`src/rtl/pulse_burst_sched.sv`:
```
// pulse_burst_sched: programmable burst scheduler for the pulse output stage.
// Holds shadow DELAY/PERIOD/WIDTH/COUNT settings written by the config port.
// On start, the settings are latched and a train of trigger strobes and pulse
// windows is emitted, followed by a one-cycle burst_done strobe.
//
// Ports:
//   clk, rst            clock, asynchronous active-high reset
//   cfg_wr/addr/data    shadow register write (0 DELAY, 1 PERIOD, 2 WIDTH, 3 COUNT)
//   start, stop         begin burst (IDLE only) / abort immediately
//   busy                burst in progress (DELAY or RUN)
//   trigger             one-cycle strobe at the start of each period
//   pulse               high for the effective width at the start of each period
//   burst_done          one-cycle strobe after the last period of a finite burst
//   pulse_idx           pulses started in the current/last burst
module pulse_burst_sched #(
  parameter int unsigned CNT_W = 32
) (
  input  logic             clk,
  input  logic             rst,
  input  logic             cfg_wr,
  input  logic [1:0]       cfg_addr,
  input  logic [CNT_W-1:0] cfg_data,
  input  logic             start,
  input  logic             stop,
  output logic             busy,
  output logic             trigger,
  output logic             pulse,
  output logic             burst_done,
  output logic [CNT_W-1:0] pulse_idx
);

  typedef enum logic [1:0] {StIdle, StDelay, StRun} state_e;

  state_e state_q, state_d;

  logic [CNT_W-1:0] shd_delay_q, shd_delay_d;
  logic [CNT_W-1:0] shd_period_q, shd_period_d;
  logic [CNT_W-1:0] shd_width_q, shd_width_d;
  logic [CNT_W-1:0] shd_count_q, shd_count_d;

  logic [CNT_W-1:0] p_q, p_d;
  logic [CNT_W-1:0] w_q, w_d;
  logic [CNT_W-1:0] count_q, count_d;

  logic [CNT_W-1:0] phase_q, phase_d;
  logic [CNT_W-1:0] delay_cnt_q, delay_cnt_d;
  logic [CNT_W-1:0] pulse_idx_q, pulse_idx_d;
  logic             burst_done_q, burst_done_d;

  logic [CNT_W-1:0] p_eff, w_eff;
  logic             run;

  assign run = (state_q == StRun);

  // Effective settings derived from the shadows at latch time.
  assign p_eff = (shd_period_q < CNT_W'(2)) ? CNT_W'(2) : shd_period_q;
  assign w_eff = (shd_width_q > (p_eff - CNT_W'(1))) ? (p_eff - CNT_W'(1)) : shd_width_q;

  always_comb begin
    state_d      = state_q;
    shd_delay_d  = shd_delay_q;
    shd_period_d = shd_period_q;
    shd_width_d  = shd_width_q;
    shd_count_d  = shd_count_q;
    p_d          = p_q;
    w_d          = w_q;
    count_d      = count_q;
    phase_d      = phase_q;
    delay_cnt_d  = delay_cnt_q;
    pulse_idx_d  = pulse_idx_q;
    burst_done_d = 1'b0;

    if (cfg_wr) begin
      unique case (cfg_addr)
        2'd0: shd_delay_d  = cfg_data;
        2'd1: shd_period_d = cfg_data;
        2'd2: shd_width_d  = cfg_data;
        2'd3: shd_count_d  = cfg_data;
      endcase
    end

    // pulse_idx doubles as the burst counter; it counts a pulse once its
    // trigger cycle has passed.
    if (trigger) begin
      pulse_idx_d = pulse_idx_q + CNT_W'(1);
    end

    unique case (state_q)
      StIdle: begin
        if (start && !stop) begin
          // Latch from the registered shadows so a same-cycle write is not used.
          p_d         = p_eff;
          w_d         = w_eff;
          count_d     = shd_count_q;
          pulse_idx_d = '0;
          phase_d     = '0;
          if (shd_delay_q != '0) begin
            state_d     = StDelay;
            delay_cnt_d = shd_delay_q - CNT_W'(1);
          end else begin
            state_d = StRun;
          end
        end
      end
      StDelay: begin
        if (delay_cnt_q == '0) begin
          state_d = StRun;
          phase_d = '0;
        end else begin
          delay_cnt_d = delay_cnt_q - CNT_W'(1);
        end
      end
      StRun: begin
        if (phase_q == (p_q - CNT_W'(1))) begin
          if ((count_q != '0) && (pulse_idx_q == count_q)) begin
            state_d      = StIdle;
            burst_done_d = 1'b1;
          end else begin
            phase_d = '0;
          end
        end else begin
          phase_d = phase_q + CNT_W'(1);
        end
      end
      default: state_d = StIdle;
    endcase

    if (stop) begin
      state_d      = StIdle;
      burst_done_d = 1'b0;
    end
  end

  always_ff @(posedge clk or posedge rst) begin
    if (rst) begin
      state_q      <= StIdle;
      shd_delay_q  <= '0;
      shd_period_q <= CNT_W'(2);
      shd_width_q  <= CNT_W'(1);
      shd_count_q  <= CNT_W'(1);
      p_q          <= CNT_W'(2);
      w_q          <= CNT_W'(1);
      count_q      <= CNT_W'(1);
      phase_q      <= '0;
      delay_cnt_q  <= '0;
      pulse_idx_q  <= '0;
      burst_done_q <= 1'b0;
    end else begin
      state_q      <= state_d;
      shd_delay_q  <= shd_delay_d;
      shd_period_q <= shd_period_d;
      shd_width_q  <= shd_width_d;
      shd_count_q  <= shd_count_d;
      p_q          <= p_d;
      w_q          <= w_d;
      count_q      <= count_d;
      phase_q      <= phase_d;
      delay_cnt_q  <= delay_cnt_d;
      pulse_idx_q  <= pulse_idx_d;
      burst_done_q <= burst_done_d;
    end
  end

  assign busy       = (state_q != StIdle);
  assign trigger    = run && (phase_q == '0);
  assign pulse      = run && (phase_q < w_q);
  assign burst_done = burst_done_q;
  assign pulse_idx  = pulse_idx_q;

endmodule

```
`config.mk`:
```
export PLATFORM = sky130hd
export DESIGN_NAME = pulse_burst_sched
export DESIGN_NICKNAME = d
export VERILOG_FILES = /design/src/rtl/pulse_burst_sched.sv
export SDC_FILE = /design/constraint.sdc
export NUM_CORES = 1
export LEC_CHECK = 0
export CAP_MARGIN = 20
export CORE_MARGIN = 8
export CORE_UTILIZATION = 50
export CTS_CLUSTER_SIZE = 20
export DETAILED_ROUTE_END_ITERATION = 7
export GPL_TIMING_DRIVEN = 0
export PLACE_DENSITY = 0.7
export RECOVER_POWER = 50
export SETUP_SLACK_MARGIN = 0.1
export SYNTH_ARGS = -nofsm -noshare
export SYNTH_HDL_FRONTEND = slang
export SYNTH_SLANG_ARGS = --single-unit
export TNS_END_PERCENT = 100
```
`constraint.sdc`:
```
create_clock -name clk -period 10.5 [get_ports clk]
set_input_delay 2.1 -clock clk [delete_from_list [all_inputs] [get_ports clk]]
set_output_delay 2.1 -clock clk [all_outputs]
set_load 0.1 [all_outputs]
```
; ---- Word-level counts from Yosys, hierarchy flattened
; Index checks and enable logic that the tools add are counted.
[word_totals]
inputBits = 39
latchBits = 0
out_inout_bits = 36
wordCells = 84
reg_bits = 323
memories = 0
mem_bits_ro = 0
mem_bits_rw = 0
[classes]
muxes = 25
bitwise_logic = 0
div = 0
addsub = 6
multipliers = 0
n_reduce_logical = 22
eq_ne = 16
n_shift = 0
n_lt_le_gt_ge = 3
[op_table]
columns = cell, n
row1 = two-way mux 32 bit, 12
row2 = "subtractor 32 x 1 -> 32 bit, second input constant", 4
row3 = one-hot mux 32 bit (3 select lines), 1
row4 = "adder 32 x 1 -> 32 bit, second input constant", 2
row5 = == test 32 bit, 2
row6 = logical NOT 32 bit, 2
row7 = one-hot mux 32 bit (2 select lines), 1
row8 = nonzero test 32 bit, 2
row9 = greater-than comparator 32 bit, 1
row10 = "< comparator 32 x 2 -> 1 bit, second input constant", 1
row11 = < comparator 32 bit, 1
row12 = two-way mux 2 bit, 6
row13 = AND reduction 4 bit, 3
row14 = AND reduction 2 bit, 5
row15 = "!= test 3 bit, second input constant", 3
row16 = "!= test 2 bit, second input constant", 4
row17 = "== test 2 bit, second input constant", 3
row18 = "!= test 3 x 2 -> 1 bit, second input constant", 2
row19 = one-hot mux 2 bit (3 select lines), 1
row20 = "== test 2 x 1 -> 1 bit, second input constant", 2
row21 = logical AND 1 bit, 4
row22 = logical NOT 2 bit, 2
row23 = two-way mux 1 bit, 4
row24 = nonzero test 2 bit, 2
row25 = 2 further kinds, 2

; ---- Depth between registers and ports, before layout
[depth]
depth_word = 6
ltp_mapped = 23
mapped_depth_nobuf = 20

; ---- Worst setup path after synthesis
; No wires, ideal clock.
[synth_path]
kind = register -> output
from = register phase_q[0]
to = output trigger
path_buffers = 0
required_ns = 8.400
t_arrival_ns = 4.224
stages_incl_launch_ff = 6
path_slack_ns = 4.176
cell_sequence = dfrtp_1 -> inv_1 -> ha_1 -> nor4b_1 -> nand4_1 -> nor4_1
[synth_between]
elab_chain_cells = 2
[synth_lines]
columns = item, line_no
row1 = from (decl), 45  ; logic [CNT_W-1:0] phase_q, phase_d;
row2 = from (signal assigned), 157  ; phase_q <= phase_d;
row3 = logical NOT 32 bit, 165  ; assign trigger = run && (phase_q == '0);
row4 = logical AND 1 bit, 165
row5 = to (decl), 26  ; output logic trigger,
; Every way passes these cells.

; ---- Worst setup path in the final report
[layout_path]
from = register shd_period_q[19]
to = register w_q[4]
[layout_between]
elab_chain_cells = 5
[layout_lines]
columns = item, line_no
row1 = from (decl), 37  ; logic [CNT_W-1:0] shd_period_q, shd_period_d;
row2 = from (signal assigned), 151  ; shd_period_q <= shd_period_d;
row3 = < comparator 32 x 2 -> 1 bit, 56  ; assign p_eff = (shd_period_q < CNT_W'(2)) ? CNT_W'(2) : shd_period_q;
row4 = two-way mux 32 bit *, 56
row5 = subtractor 32 x 1 -> 32 bit *, 57  ; assign w_eff = (shd_width_q > (p_eff - CNT_W'(1))) ? (p_eff - CNT_W'(1)) : shd_width_q;
row6 = greater-than comparator 32 bit, 57
row7 = two-way mux 32 bit *, 57
row8 = to (signal assigned), 155  ; w_q <= w_d;
row9 = to (decl), 42  ; logic [CNT_W-1:0] w_q, w_d;
; Every way passes the cells marked *; elsewhere a longest branch is shown, timed or not.
; A chain may end at the register's enable or synchronous reset.

==> flow_summary.yaml <==
clock_tree:
  cts.htree.levels: 2
  clock-root-buffer: "clkbuf_16"
  cts_resized: 0
  clock-sinks: 323
  post_cts_buffers: 0
  cts_tree: "yes"
  numCtsBuffers: 37
  cts.clk_slew.worst_paths_ns: 0.06
  cts-hold-fix-buffers: 0
  cts_max_path_buffers: 3
  insertion_delay_ns: 0.57
yosys:
  synth_edf_count: 0
  synth_ff_type: "dfrtp_1"
  yosysWarningCount: 0
  synth_cell_types: 75
  netlist_area_sq_um: 19000
  async_reset_ff_share_pct: 100
  synth_fp_nets: 2128
  synth.avg_cell_area_sq_um: 9.40
  ys_seq_area_share_pct: 42.6
  postSynthCellCount: 2020
  synth_seq_cells: 323
sta:
  worst_pin_slew_ns: 2.17
  relSlewSlack_pct: -44.3
  hold_slack_ns: 0.448
  finClkSkew_ns: 0.0273
  setup_tns_ns: 0
  finalCritPeriodShare_pct: 69.3
  clock.fmax_ghz: 0.137
  worst_slack_ns: 3.22
  final_max_slew_viol_count: 219
  min_period_ns: 7.28
  rsz0062_at_grt: "false"
  setup_viol: 0
  hold_violations: 0
grt:
  antenna_found_initial: 0
  grt_max_degree: 41
  grt_pass1_vias: 16201
  overflow: 0
  grt_first_pass_wirelength_um: 89700
  grtUsageTotal_pct: 25.5
final_layout:
  areaGrowthSynthToFinish_pct: 14.7
  fin_nets: 2255
  n_fill_cell: 3238
  final_layout_size_suffix_gt1_share_pct: 11.7
  fin_area_sq_um: 21800
place:
  pre_cts_ws_ns: 3.29
  globalplace.congestion: 0.932
  placed_cell_area_sq_um: 20600
  dpl.hpwl_um: 43400
  portBuffers: 74
power_and_ir_drop:
  power.leakage_uw: 0.00929
  p_total_uw: 4230
  power.density_nw_per_um2: 194
  peakVddDrop_v: 0.000149
worst_hold_path:
  min_from: "shd_count_q[6]"
  holdPathEnd: "count_q[6]"
  hold_path_depth: 2
  hold_class: "flip-flop to flip-flop"
detailed_routing:
  vias: 16276
  drc_errors: 0
  routed_via_density: 6.06
  drt_iter0_drc: 1050
  post_drt_wl_per_cell_um: 21.1
  drtAntennaViolNets: 0
  wirelength_um: 56700
  drtPass1Iterations: 5
setup_path:
  start_kind: "flip-flop"
  r2r_slack_ns: 3.22
  rr_worst_depth: 21
  cp_data_arrival_time_ns: 7.70
  end_kind: "flip-flop"
  path_max_fanout: 10
  regToRegStartpoint: "shd_period_q[19]"
  worstPathRequired_ns: 10.92
  reg2reg_to: "w_q[4]"
  critical_path_class: "flip-flop to flip-flop"
status:
  violations: "capacitance limit, slew limit"
  status: "finished with violations"
floorplan:
  initial_core_util_pct: 50.5
  dieHeight_um: 211
  rows: 71
  die-width_um: 211
  core_area_sq_um: 37600
  io_pins: 75
  die_area_sq_um: 44500
run:
  max_cap_violations: 6
-- registers in the layout, indices dropped and copies added, names as in the netlist, 32 cells and up --
| name | count |
|---|---|
| pulse_idx | 32 |
| delay_cnt_q | 32 |
| p_q | 32 |
| shd_period_q | 32 |
| shd_delay_q | 32 |
| w_q | 32 |
| shd_width_q | 32 |
| count_q | 32 |
| phase_q | 32 |
| shd_count_q | 32 |
-- synthesized netlist by cell type, types with 7 or more instances --
master | count | area share [%]
nand2_1 | 300 | 5.9
o21a_1 | 9 | 0.36
and2_1 | 11 | 0.36
or3_1 | 32 | 1.1
nand4b_1 | 8 | 0.37
ha_1 | 69 | 4.5
dfrtp_1 | 317 | 42
and4_1 | 7 | 0.32
inv_1 | 67 | 1.3
or4_1 | 47 | 1.9
mux2_2 | 134 | 7.9
and3_1 | 14 | 0.46
nor4_1 | 62 | 2.0
o31ai_1 | 11 | 0.43
nand4_1 | 55 | 1.8
a21oi_2 | 9 | 0.42
nor3_1 | 41 | 1.1
o211ai_1 | 13 | 0.51
a211o_1 | 9 | 0.42
xor2_1 | 73 | 3.4
mux2i_1 | 29 | 1.5
a211oi_1 | 9 | 0.36
nand3_1 | 47 | 1.2
nor2_1 | 147 | 2.9
nand2b_1 | 19 | 0.63
a21o_1 | 29 | 1.1
o221ai_1 | 36 | 1.7
buf_1 | 8 | 0.16
o21ai_0 | 65 | 1.7
a31oi_1 | 9 | 0.30
or2_2 | 10 | 0.33
xnor2_1 | 57 | 2.6
a21oi_1 | 73 | 1.9
clkbuf_1 | 92 | 1.8
nand3b_1 | 9 | 0.36
-- critical path: stages (launching register included) --
cell	delay [ns]
dfrtp_1	0.48
or4_1	0.63
nor4_1	0.62
nand4_1	0.44
or3_1	0.45
nand2_1	0.17
ha_1	0.22
nand2b_1	0.16
nor2_1	0.32
nand3_1	0.30
nor2_1	0.36
nand2_1	0.11
xor2_1	0.16
ha_1	0.31
nand4_1	0.15
or3_1	0.40
o211ai_1	0.35
o21ai_0	0.30
nor2_1	0.19
clkbuf_1	0.42
clkbuf_1	0.39
o221ai_1	0.20
-- cell usage in the layout (no fill, tap or decap), drive strengths merged, types with 29 or more instances in the layout --
master and count:
a21o 29, a21oi 82, clkbuf 157, clkdlybuf4s50 72, dfrtp 317, ha 69, inv 67, mux2 134
mux2i 29, nand2 300, nand3 47, nand4 55, nor2 148, nor3 41, nor4 64, o21ai 68
o221ai 36, or3 32, or4 49, xnor2 57, xor2 73
-- cells by family after synthesis --
kind of cell             Yosys count  share of synthesized area, %
buffers and inverters            176                          3.67
flip-flops                       323                          42.6
XOR/XNOR                         130                          6.00
AO/OA/AOI/OAI                    323                          11.6
adder cells (fa/ha/maj)           69                          4.55
AND/OR/NAND/NOR                  836                          22.1
multiplexers                     163                          9.47
-- cell type report --
class | instances | area [sq um] | share of cell area [%]
multi-input combinational | 1521 | 10200 | 46.9
tap | 511 | 639 | 2.94
buffer | 109 | 445 | 2.05
clock inverter | 14 | 233 | 1.07
timing repair buffer | 88 | 838 | 3.85
inverter | 67 | 253 | 1.16
antenna | 1 | 2.50 | 0.0115
sequential | 323 | 8090 | 37.1
clock buffer | 52 | 1060 | 4.88
-- stage by stage --
step           utilization (%)  instances
3_3_place_gp              54.2       2605
2_1_floorplan                -       2020
4_1_cts                   58.3       2684
5_1_grt                   58.0       2685
3_5_place_dp              54.8       2618
6_report                  58.0       2686
-- worst max path at each step --
stage	start	end	cells after the start
5_1_grt	rst	delay_cnt_q[19]	7
2_1_floorplan	rst	burst_done	1
6_report	shd_period_q[19]	w_q[4]	21
4_1_cts	shd_period_q[19]	w_q[4]	21
3_3_place_gp	rst	delay_cnt_q[19]	2
3_5_place_dp	shd_period_q[19]	w_q[3]	21
-- power by group --
part | internal [uW] | switching (uW) | leakage, uW
Combinational | 463 | 633 | 0.00465
Clock | 815 | 555 | 0.000634
Sequential | 1500 | 261 | 0.00401
Total | 2780 | 1450 | 0.00929
-- per-layer routing --
layer  global-route usage (%)  up-vias  routed length [um]
met3                     4.18      141                3360
met1                     32.5     8015               23900
li1                         -     7561                   -
met5                        0        -                   0
met4                     10.5        0                2250
met2                     42.7      559               27200
(Power assumes the default switching activity.)
